--- config.mk ---
export PLATFORM = sky130hd
export DESIGN_NAME = mem_bus_arbiter
export DESIGN_NICKNAME = d
export VERILOG_FILES = /design/src/rtl/mem_bus_arbiter_pkg.sv /design/src/rtl/mem_bus_arbiter_watchdog.sv /design/src/rtl/mem_bus_arbiter.sv
export SDC_FILE = /design/constraint.sdc
export NUM_CORES = 1
export LEC_CHECK = 0
export CORE_MARGIN = 2
export CORE_UTILIZATION = 44
export CTS_CLUSTER_DIAMETER = 100
export DETAILED_ROUTE_END_ITERATION = 8
export PLACE_DENSITY = 0.86
export SYNTH_ARGS = -nofsm -noshare
export SYNTH_HDL_FRONTEND = slang
export SYNTH_HIERARCHICAL = 1
export SYNTH_SLANG_ARGS = --single-unit
--- constraint.sdc ---
create_clock -name clk -period 5.2 [get_ports clk]
set_clock_uncertainty 0.2 [all_clocks]
set_input_delay 1.04 -clock clk [delete_from_list [all_inputs] [get_ports clk]]
set_output_delay 1.04 -clock clk [all_outputs]
set_load 0.05 [all_outputs]
--- src/rtl/mem_bus_arbiter_pkg.sv ---
// Shared definitions for the MIO bus arbiter: state encodings and default widths.
package mem_bus_arbiter_pkg;

    localparam int unsigned DEF_ADDR_W       = 32;
    localparam int unsigned DEF_DATA_W       = 32;
    localparam int unsigned DEF_STARVE_LIMIT = 4;
    localparam int unsigned DEF_TIMEOUT      = 255;

    typedef enum logic [1:0] {
        ST_IDLE  = 2'd0,
        ST_IBUSY = 2'd1,
        ST_DBUSY = 2'd2
    } state_t;

    // Bits needed to hold values 0..max_val.
    function automatic int unsigned cnt_width(input int unsigned max_val);
        return (max_val < 2) ? 1 : $clog2(max_val + 1);
    endfunction

endpackage

--- src/rtl/mem_bus_arbiter_watchdog.sv ---
// Bus transaction watchdog: counts busy cycles and flags expiry at TIMEOUT-1.
module bus_watchdog
    import mem_bus_arbiter_pkg::*;
#(
    parameter int unsigned TIMEOUT = DEF_TIMEOUT
)(
    input  logic clk,
    input  logic rst,
    input  logic run,
    input  logic clr,
    output logic expired
);

    localparam int unsigned CW = cnt_width(TIMEOUT);

    logic [CW-1:0] cnt;

    always_ff @(posedge clk) begin
        if (!rst || clr) begin
            cnt <= '0;
        end else if (run) begin
            cnt <= cnt + CW'(1);
        end
    end

    assign expired = run && (cnt == CW'(TIMEOUT - 1));

endmodule

--- src/rtl/mem_bus_arbiter.sv ---
// Arbitrates the single MIO bus between the fetch port and the MEM-stage data port,
// one transaction at a time, data first with a bounded-starvation guard for fetches.
module mem_bus_arbiter
    import mem_bus_arbiter_pkg::*;
#(
    parameter int unsigned ADDR_W       = DEF_ADDR_W,
    parameter int unsigned DATA_W       = DEF_DATA_W,
    parameter int unsigned STARVE_LIMIT = DEF_STARVE_LIMIT,
    parameter int unsigned TIMEOUT      = DEF_TIMEOUT
)(
    input  logic              clk,
    input  logic              rst,
    input  logic              if_req,
    input  logic [ADDR_W-1:0] if_addr,
    output logic [DATA_W-1:0] if_rdata,
    output logic              if_ack,
    input  logic              d_req,
    input  logic              d_we,
    input  logic [ADDR_W-1:0] d_addr,
    input  logic [DATA_W-1:0] d_wdata,
    output logic [DATA_W-1:0] d_rdata,
    output logic              d_ack,
    output logic              stall_if,
    output logic              stall_mem,
    output logic              bus_req,
    output logic              bus_we,
    output logic [ADDR_W-1:0] bus_addr,
    output logic [DATA_W-1:0] bus_wdata,
    input  logic [DATA_W-1:0] bus_rdata,
    input  logic              bus_ready,
    output logic              bus_err
);

    localparam int unsigned SW = cnt_width(STARVE_LIMIT);

    state_t        state;
    state_t        state_next;
    logic [SW-1:0] starve_cnt;
    logic          we_q;
    logic          busy;
    logic          idle;
    logic          grant_d;
    logic          grant_i;
    logic          done_ok;
    logic          done_abort;
    logic          wd_expired;

    assign busy = (state != ST_IDLE);
    assign idle = ~busy;

    bus_watchdog #(
        .TIMEOUT(TIMEOUT)
    ) u_watchdog (
        .clk    (clk),
        .rst    (rst),
        .run    (busy),
        .clr    (idle),
        .expired(wd_expired)
    );

    always_ff @(posedge clk) begin
        if (!rst) begin
            state <= ST_IDLE;
        end else begin
            state <= state_next;
        end
    end

    // Ready is tested before expiry so a ready arriving on the last allowed cycle completes normally.
    always_comb begin
        state_next = state;
        grant_d    = 1'b0;
        grant_i    = 1'b0;
        done_ok    = 1'b0;
        done_abort = 1'b0;
        case (state)
            ST_IDLE: begin
                if (d_req && (!if_req || (starve_cnt < SW'(STARVE_LIMIT)))) begin
                    grant_d    = 1'b1;
                    state_next = ST_DBUSY;
                end else if (if_req) begin
                    grant_i    = 1'b1;
                    state_next = ST_IBUSY;
                end
            end
            ST_IBUSY, ST_DBUSY: begin
                if (bus_ready) begin
                    done_ok    = 1'b1;
                    state_next = ST_IDLE;
                end else if (wd_expired) begin
                    done_abort = 1'b1;
                    state_next = ST_IDLE;
                end
            end
            default: state_next = ST_IDLE;
        endcase
    end

    always_ff @(posedge clk) begin
        if (!rst) begin
            bus_addr   <= '0;
            bus_wdata  <= '0;
            we_q       <= 1'b0;
            starve_cnt <= '0;
            if_ack     <= 1'b0;
            d_ack      <= 1'b0;
            if_rdata   <= '0;
            d_rdata    <= '0;
            bus_err    <= 1'b0;
        end else begin
            if_ack <= 1'b0;
            d_ack  <= 1'b0;

            if (grant_d) begin
                bus_addr  <= d_addr;
                bus_wdata <= d_wdata;
                we_q      <= d_we;
            end else if (grant_i) begin
                bus_addr  <= if_addr;
                bus_wdata <= '0;
                we_q      <= 1'b0;
            end

            // A data grant over a waiting fetch only happens below the limit, so this never overflows.
            if (grant_d) begin
                starve_cnt <= if_req ? starve_cnt + SW'(1) : '0;
            end else if (grant_i) begin
                starve_cnt <= '0;
            end

            if (done_ok || done_abort) begin
                if (state == ST_IBUSY) begin
                    if_ack   <= 1'b1;
                    if_rdata <= done_ok ? bus_rdata : '0;
                end else begin
                    d_ack   <= 1'b1;
                    d_rdata <= done_ok ? bus_rdata : '0;
                end
            end

            if (done_abort) begin
                bus_err <= 1'b1;
            end
        end
    end

    assign bus_req   = busy;
    assign bus_we    = (state == ST_DBUSY) && we_q;
    assign stall_if  = if_req & ~if_ack;
    assign stall_mem = d_req & ~d_ack;

endmodule

### Word level (Yosys, flattened, before mapping)

Index checks and enable logic that the tools add are counted.

* input bits: 134
* output and inout bits: 135
* logic and storage cells: 68
* flip-flop bits (word level): 145

* reduce and logical (&&, ||, !) cells: 16
* $add $sub $neg: 2
* muxes and demuxes: 27
* bitwise logic cells: 6
* magnitude comparators: 1
* eq/ne operators: 5

Operators by type and width (count)
* 2-to-1 mux 32 bit: 5
* 2-to-1 mux 1 bit: 14
* 2-to-1 mux 3 bit: 3
* adder 8 x 1 -> 8 bit, second input constant: 1
* == test 8 bit, second input constant: 1
* 2-to-1 mux 2 bit: 4
* AND reduction 2 bit: 4
* NOT 1 bit: 4
* one-hot mux 2 bit (2 select lines): 1
* nonzero test 2 bit: 2
* adder 3 x 1 -> 3 bit, second input constant: 1
* logical AND 1 bit: 3
* logical OR 1 bit: 3
* less-than comparator 3 bit, second input constant: 1
* != test 3 x 2 -> 1 bit, second input constant: 1
* != test 3 bit, second input constant: 1
* AND 1 bit: 2
* == test 2 x 1 -> 1 bit, second input constant: 1
* == test 2 bit, second input constant: 1
* zero test 1 bit: 2
* zero test 2 bit: 1
* OR reduction 2 bit: 1

### Depth between registers and ports, before layout

Gate-level depths: netlist of run 1.

* depth in word-level cells: 7
* depth in mapped cells: 10
* mapped depth without buffers: 8

### Hierarchy

Netlist of run 1, hierarchy kept.

Modules (own cells, without submodules)
* mem_bus_arbiter: times used 1, area each 5153.7 sq um, cells each 429, sequential area each 2742.6 sq um
* bus_watchdog: times used 1, area each 369.1 sq um, cells each 42, sequential area each 160.2 sq um

### Least setup slack after synthesis of run 1

No wires, ideal clock.

* path type: input port to output port
* start point: in if_req
* end point: out stall_if
* stages on the path: 2
* setup slack: 2.052 ns
* arrival: 1.908 ns
* required time: 3.960 ns
* buffers on the path: 1
* cell sequence: buf_4 -> nor2b_1

* longest elaborated chain between the ends: 1

Ends and longest elaborated chain
* start, declared: line mem_bus_arbiter.sv:13 `input logic if_req,`
* AND 1 bit: line mem_bus_arbiter.sv:149 `assign stall_if = if_req & ~if_ack;`
* end, declared: line mem_bus_arbiter.sv:23 `output logic stall_if,`

Every way passes these cells.

### Worst setup path in the final report of run 1

Ends and elaborated chain as after synthesis.

==> results of run 1 <==
-- flip-flops by register name (all words and copies together), names as in the netlist --
register	cells
bus_addr	32
bus_err	1
bus_wdata	32
d_ack	1
d_rdata	32
if_ack	1
if_rdata	32
starve_cnt	3
state	2
u_watchdog/cnt	8
we_q	1
-- final cells by class --
| type | instances | area [µm²] | share of cell area |
|---|---|---|---|
| Clock buffer | 19 | 453 | 0.0518 |
| Sequential cell | 145 | 2900 | 0.332 |
| Clock inverter | 13 | 149 | 0.0170 |
| Timing Repair Buffer | 275 | 2730 | 0.312 |
| Inverter | 6 | 22.5 | 0.00257 |
| Tap cell | 168 | 210 | 0.0240 |
| Multi-Input combinational cell | 265 | 2280 | 0.260 |
-- layout by cell type (no fill, tap or decap), types with 2 or more instances in the layout --
cell	count
a21boi_1	3
a21boi_2	2
a21oi_1	4
a32o_1	64
a32oi_1	33
and2_1	2
and3_1	4
buf_4	8
bufinv_16	2
clkbuf_16	17
clkbuf_8	2
clkdlybuf4s50_1	267
clkinv_4	3
clkinvlp_4	3
dfxtp_1	145
ha_1	6
inv_1	5
inv_6	4
nand2_1	5
nand2_2	2
nand3_1	2
nand4_1	4
nand4b_1	2
nor2_1	7
nor2b_1	36
o211a_1	32
o21a_1	2
o21ai_0	4
o32a_1	32
or3_1	4
xor2_1	3
-- power groups by stage --
stage / clock, µW / combinational (µW) / sequential [µW]
after floorplan: 0 / 257 / 1500
after global placement: 0 / 785 / 1250
after detailed placement: 0 / 804 / 1250
after CTS: 1250 / 810 / 1230
after global routing: 1300 / 847 / 1240
final: 1230 / 808 / 1230
-- how the worst min path moves through the flow --
stage | from | to | slack [ns] | cells after the start
floorplan | starve_cnt[1]$_SDFFE_PN0P_ | starve_cnt[1]$_SDFFE_PN0P_ | 0.23 | 2
global placement | starve_cnt[1]$_SDFFE_PN0P_ | starve_cnt[1]$_SDFFE_PN0P_ | 0.24 | 2
detailed placement | starve_cnt[1]$_SDFFE_PN0P_ | starve_cnt[1]$_SDFFE_PN0P_ | 0.25 | 2
CTS | starve_cnt[1]$_SDFFE_PN0P_ | starve_cnt[1]$_SDFFE_PN0P_ | 0.26 | 2
global route | if_rdata[3]$_SDFFE_PN0P_ | if_rdata[3]$_SDFFE_PN0P_ | 0.28 | 1
finish | if_rdata[3]$_SDFFE_PN0P_ | if_rdata[3]$_SDFFE_PN0P_ | 0.27 | 1
-- worst max-delay path, cell delays in order --
cell,delay (ns)
clkdlybuf4s50_1,0.74
nor2b_1,0.20
clkdlybuf4s50_1,0.82
-- metal layers --
| layer | wire length, µm | up-vias | global-route usage |
|---|---|---|---|
| met4 | 629 | 0 | 0.129 |
| met3 | 1570 | 51 | 0.108 |
| met1 | 6650 | 2453 | 0.282 |
| met5 | 0 | - | 0 |
| met2 | 8840 | 213 | 0.439 |
| li1 | - | 2368 | - |
-- logic make-up (layout without fill, tap and decap cells) --
logic type                 after synthesis  after routing  synth area share
DFF                                    145            145             0.526
AOI/OAI and AO/OA                      182            182             0.313
xor gates and xnor gates                 4              4           0.00634
buffers and inverters                   61            313            0.0618
adders and majority gates                6              6            0.0136
and+or+nand+nor                         73             73            0.0800
-- through the flow --
stage          setup WS [ns]  hold slack, ns  area, µm²   util  instances
2_1_floorplan           2.05           0.234       5520      -        471
3_3_place_gp            1.17           0.241       8150  0.673        859
3_5_place_dp            1.15           0.253       8150  0.673        859
4_1_cts                 1.15           0.262       8750  0.722        891
5_1_grt                 1.11           0.279       8750  0.722        891
6_report                1.16           0.265       8750  0.722        891
==> impl_metrics.tcl, run 1 <==
set metrics [dict create \
    switching_share 0.310 \
    rsz0062_at_grt "no" \
    synth_edf_count 0 \
    synth_cell_types 41 \
    clk_latency_ns 0.42 \
    overflow 0 \
    crit_path_start "if_req" \
    nFillCells 866 \
    htreeDepth 4 \
    r2r_cells 9 \
    hold_class "flip-flop to flip-flop" \
    crit_type "primary input to primary output" \
    regToRegEndpoint "d_rdata[20]$_SDFFE_PN0P_" \
    max-clock-path-buffers 2 \
    intPower_uw 2260 \
    area_growth_pct 58.4 \
    ant_nets 0 \
    chipHeight_um 116 \
    cts_setup_buffers 0 \
    switchingPower_uw 1010 \
    grt_pass1_vias 5203 \
    end_kind "primary output" \
    slew-limit-headroom 0.144 \
    worstPathArrival_ns 2.80 \
    critPathRequiredTime_ns 3.96 \
    status "complete, no violations" \
    fin_setup_tns_ns 0 \
    nets 850 \
    synth-seq-area-share 0.526 \
    syn_inst 471 \
    pwr-share-seq 0.377 \
    cts_tree "done" \
    yosysMostFrequentCell "dfxtp_1" \
    crit_end "stall_if" \
    rows 40 \
    tightest_slew_ns 1.28 \
    clockPowerShare 0.376 \
    gp_congestion 0.804 \
    wl_mm 17.7 \
    syn-num-nets 611 \
    dieArea_um2 13500 \
    drv_slew 0 \
    antenna_cells 0 \
    drt-initial-drc-count 365 \
    die_x_um 116 \
    rrSetupSlack_ns 2.66 \
    synth_area_leaders "dfxtp_1, a32o_1, o211a_1, o32a_1, a32oi_1" \
    hold_viol 0 \
    min_period_over_period 0.778 \
    numPortBuffers 268 \
    synthTopCellsByCount "dfxtp_1, a32o_1, nor2b_1" \
    power.leakage_uw 0.00328 \
    cap_violations 0 \
    drtPass1Iterations 5 \
    synth_seq_cells 145 \
    clkSlewWorstSetupHoldPaths_ns 0.06 \
    antenna_found_initial 0 \
    setup_viol 0 \
    cts_resized 0 \
    hpwl_mm 11.8 \
    synth_top_area_cell "dfxtp_1" \
    syn_area_per_cell_um2 11.7 \
    grt_max_degree 85 \
    initial_utilization 0.456 \
    grt_first_pass_wirelength_mm 26.9 \
    vias 5085 \
    cts_sinks 145 \
    pin_count 269 \
    cp_max_fo 11 \
    cts_buffers 17 \
    crit_path_start_kind "primary input" \
    async_reset_ff_frac 0 \
    max_freq_mhz 247 \
    post_drt_wl_per_cell_um 19.9 \
    mappedNetlistArea_um2 5520 \
    cts_root_buf "clkbuf_16" \
    layout-drive-gt1-share 0.0705 \
    synth_top_area_frac 0.526 \
    total_power_uw 3270 \
    cts_hold_buf 0 \
    reg2reg_from "state[0]$_SDFFE_PN0P_" \
    gr-usage-all-layers 0.260 \
    core_um2 12100 \
    period_needed_ns 4.04 \
    via_per_inst 5.71 \
    p_per_area_nw_per_um2 374 \
    ys_warn_count 6 \
    p_comb_frac 0.247 \
    drc 0 \
    synthFlopType "dfxtp_1" \
    ir_worst_vdd_uv 295 \
]
Note: power is estimated with default switching activity, not from simulation.
==> run 2, diff against run 1 <==
CORE_UTILIZATION = 41   (was 44)
PLACE_DENSITY = 0.81   (was 0.86)
clock period = 3.8 ns   (was 5.2 ns; I/O delays follow)
==> impl_metrics.tcl, run 2 (synthesis gave the netlist of run 1 again) <==
set metrics [dict create \
    status "complete, no violations" \
    die_x_um 120 \
    cts_tree "done" \
    max-clock-path-buffers 2 \
    cts_root_buf "clkbuf_16" \
    period_needed_ns 3.26 \
    via_per_inst 5.66 \
    gp_congestion 0.820 \
    hold_class "flip-flop to flip-flop" \
    cts_setup_buffers 0 \
    met3WireLength_mm 1.44 \
    rsz0062_at_grt "no" \
    drt-initial-drc-count 358 \
    core_um2 13200 \
    area_growth_pct 59.6 \
    max_freq_mhz 307 \
    drv_slew 0 \
    post-place-ws_ns 0.970 \
    slew-limit-headroom 0.504 \
    ff_latch_area_um2 2900 \
    min_period_over_period 0.858 \
    cts_sinks 145 \
    antenna_cells 0 \
    multi_input_area_um2 2280 \
    vias 5095 \
    layout_commonest_cell "clkdlybuf4s50_1" \
    crit_path_start_kind "flip-flop" \
    nets 851 \
    hpwl_mm 11.3 \
    dieArea_um2 14400 \
    drc 0 \
    cap_violations 0 \
    worstPathArrival_ns 2.30 \
    initial_utilization 0.419 \
    numPortBuffers 268 \
    drtPass1Iterations 5 \
    wl_mm 16.9 \
    clkSlewWorstSetupHoldPaths_ns 0.06 \
    nFillCells 994 \
    end_kind "primary output" \
    m1WireLength_mm 6.68 \
    hold_viol 0 \
    post_drt_wl_per_cell_um 18.8 \
    fin_setup_tns_ns 0 \
    chipHeight_um 120 \
    dr_wl_met2_mm 8.27 \
    ant_nets 0 \
    grt_first_pass_wirelength_mm 25.9 \
    p_per_area_nw_per_um2 520 \
    cp_max_fo 10 \
    antenna_found_initial 0 \
    finalWorstSetupSlack_ns 0.538 \
    setup_viol 0 \
    ir_worst_vdd_uv 279 \
    rows 42 \
    clk_latency_ns 0.41 \
    layout-drive-gt1-share 0.0746 \
    cts_buffers 17 \
    total_power_uw 4580 \
    critPathRequiredTime_ns 2.84 \
    gr-usage-all-layers 0.229 \
    power.leakage_uw 0.00332 \
    top_layer "met4" \
    layout_common_cells "clkdlybuf4s50_1, dfxtp_1, a32o_1" \
    htreeDepth 4 \
    grt_pass1_vias 5029 \
    cts_hold_buf 0 \
    overflow 0 \
    crit_type "flip-flop to primary output" \
    grt_max_degree 81 \
    cts_resized 0 \
    tightest_slew_ns 0.744 \
    pin_count 269 \
]
==> run 2: cell count changes in the layout (fill, tap and decap cells not counted) <==
| cell | change |
|---|---|
| clkinvlp_4 | -1 |
| buf_4 | +2 |
| bufinv_16 | +2 |
| inv_8 | +1 |
| clkbuf_8 | -1 |
| inv_6 | -1 |
| buf_12 | +1 |
| clkdlybuf4s50_1 | -2 |
==> run 2: critical path, cell delays in order, from the launching register on <==
cell and delay [ns]:
dfxtp_1 0.35, inv_1 0.07, ha_1 0.30, inv_1 0.28
clkdlybuf4s50_1 0.88
==> run 2: worst paths after layout <==
| check | start | end | slack (ns) | cells after the start |
|---|---|---|---|---|
| worst max-delay path | state[0]$_SDFFE_PN0P_ | bus_req | 0.54 | 4 |
| worst min-delay path | starve_cnt[1]$_SDFFE_PN0P_ | starve_cnt[1]$_SDFFE_PN0P_ | 0.26 | 2 |
| worst max register to register | state[0]$_SDFFE_PN0P_ | if_rdata[17]$_SDFFE_PN0P_ | 1.13 | 9 |
| worst min register to register | starve_cnt[1]$_SDFFE_PN0P_ | starve_cnt[1]$_SDFFE_PN0P_ | 0.26 | 2 |
==> run 2: area by class of cell <==
class,instances,area share
clock buffers,18,0.0498
clock inverters,14,0.0231
inverters,6,0.00256
multi-input cells,265,0.258
flip-flops and latches,145,0.329
well taps,176,0.0250
repair buffers,276,0.312
==> run 2: metrics by stage <==
stage / util / instances / cell area, µm² / hold WS (ns)
global placement: 0.620 / 868 / 8170 / 0.243
global route: 0.668 / 900 / 8810 / 0.282
detailed placement: 0.620 / 868 / 8170 / 0.251
CTS: 0.668 / 900 / 8810 / 0.260
floorplan: - / 471 / 5520 / 0.234
finish: 0.668 / 900 / 8810 / 0.262
==> run 2: routing by layer <==
| layer | vias up | global-route usage |
|---|---|---|
| li1 | 2369 | - |
| met1 | 2468 | 0.261 |
| met2 | 219 | 0.377 |
| met3 | 39 | 0.0841 |
| met4 | 0 | 0.112 |
| met5 | - | 0 |
==> run 2: where the power goes <==
part	internal, µW	switching (µW)	total (µW)
Sequential	1630	57.9	1680
Clock	1130	666	1790
Combinational	454	649	1100
Total	3210	1370	4580
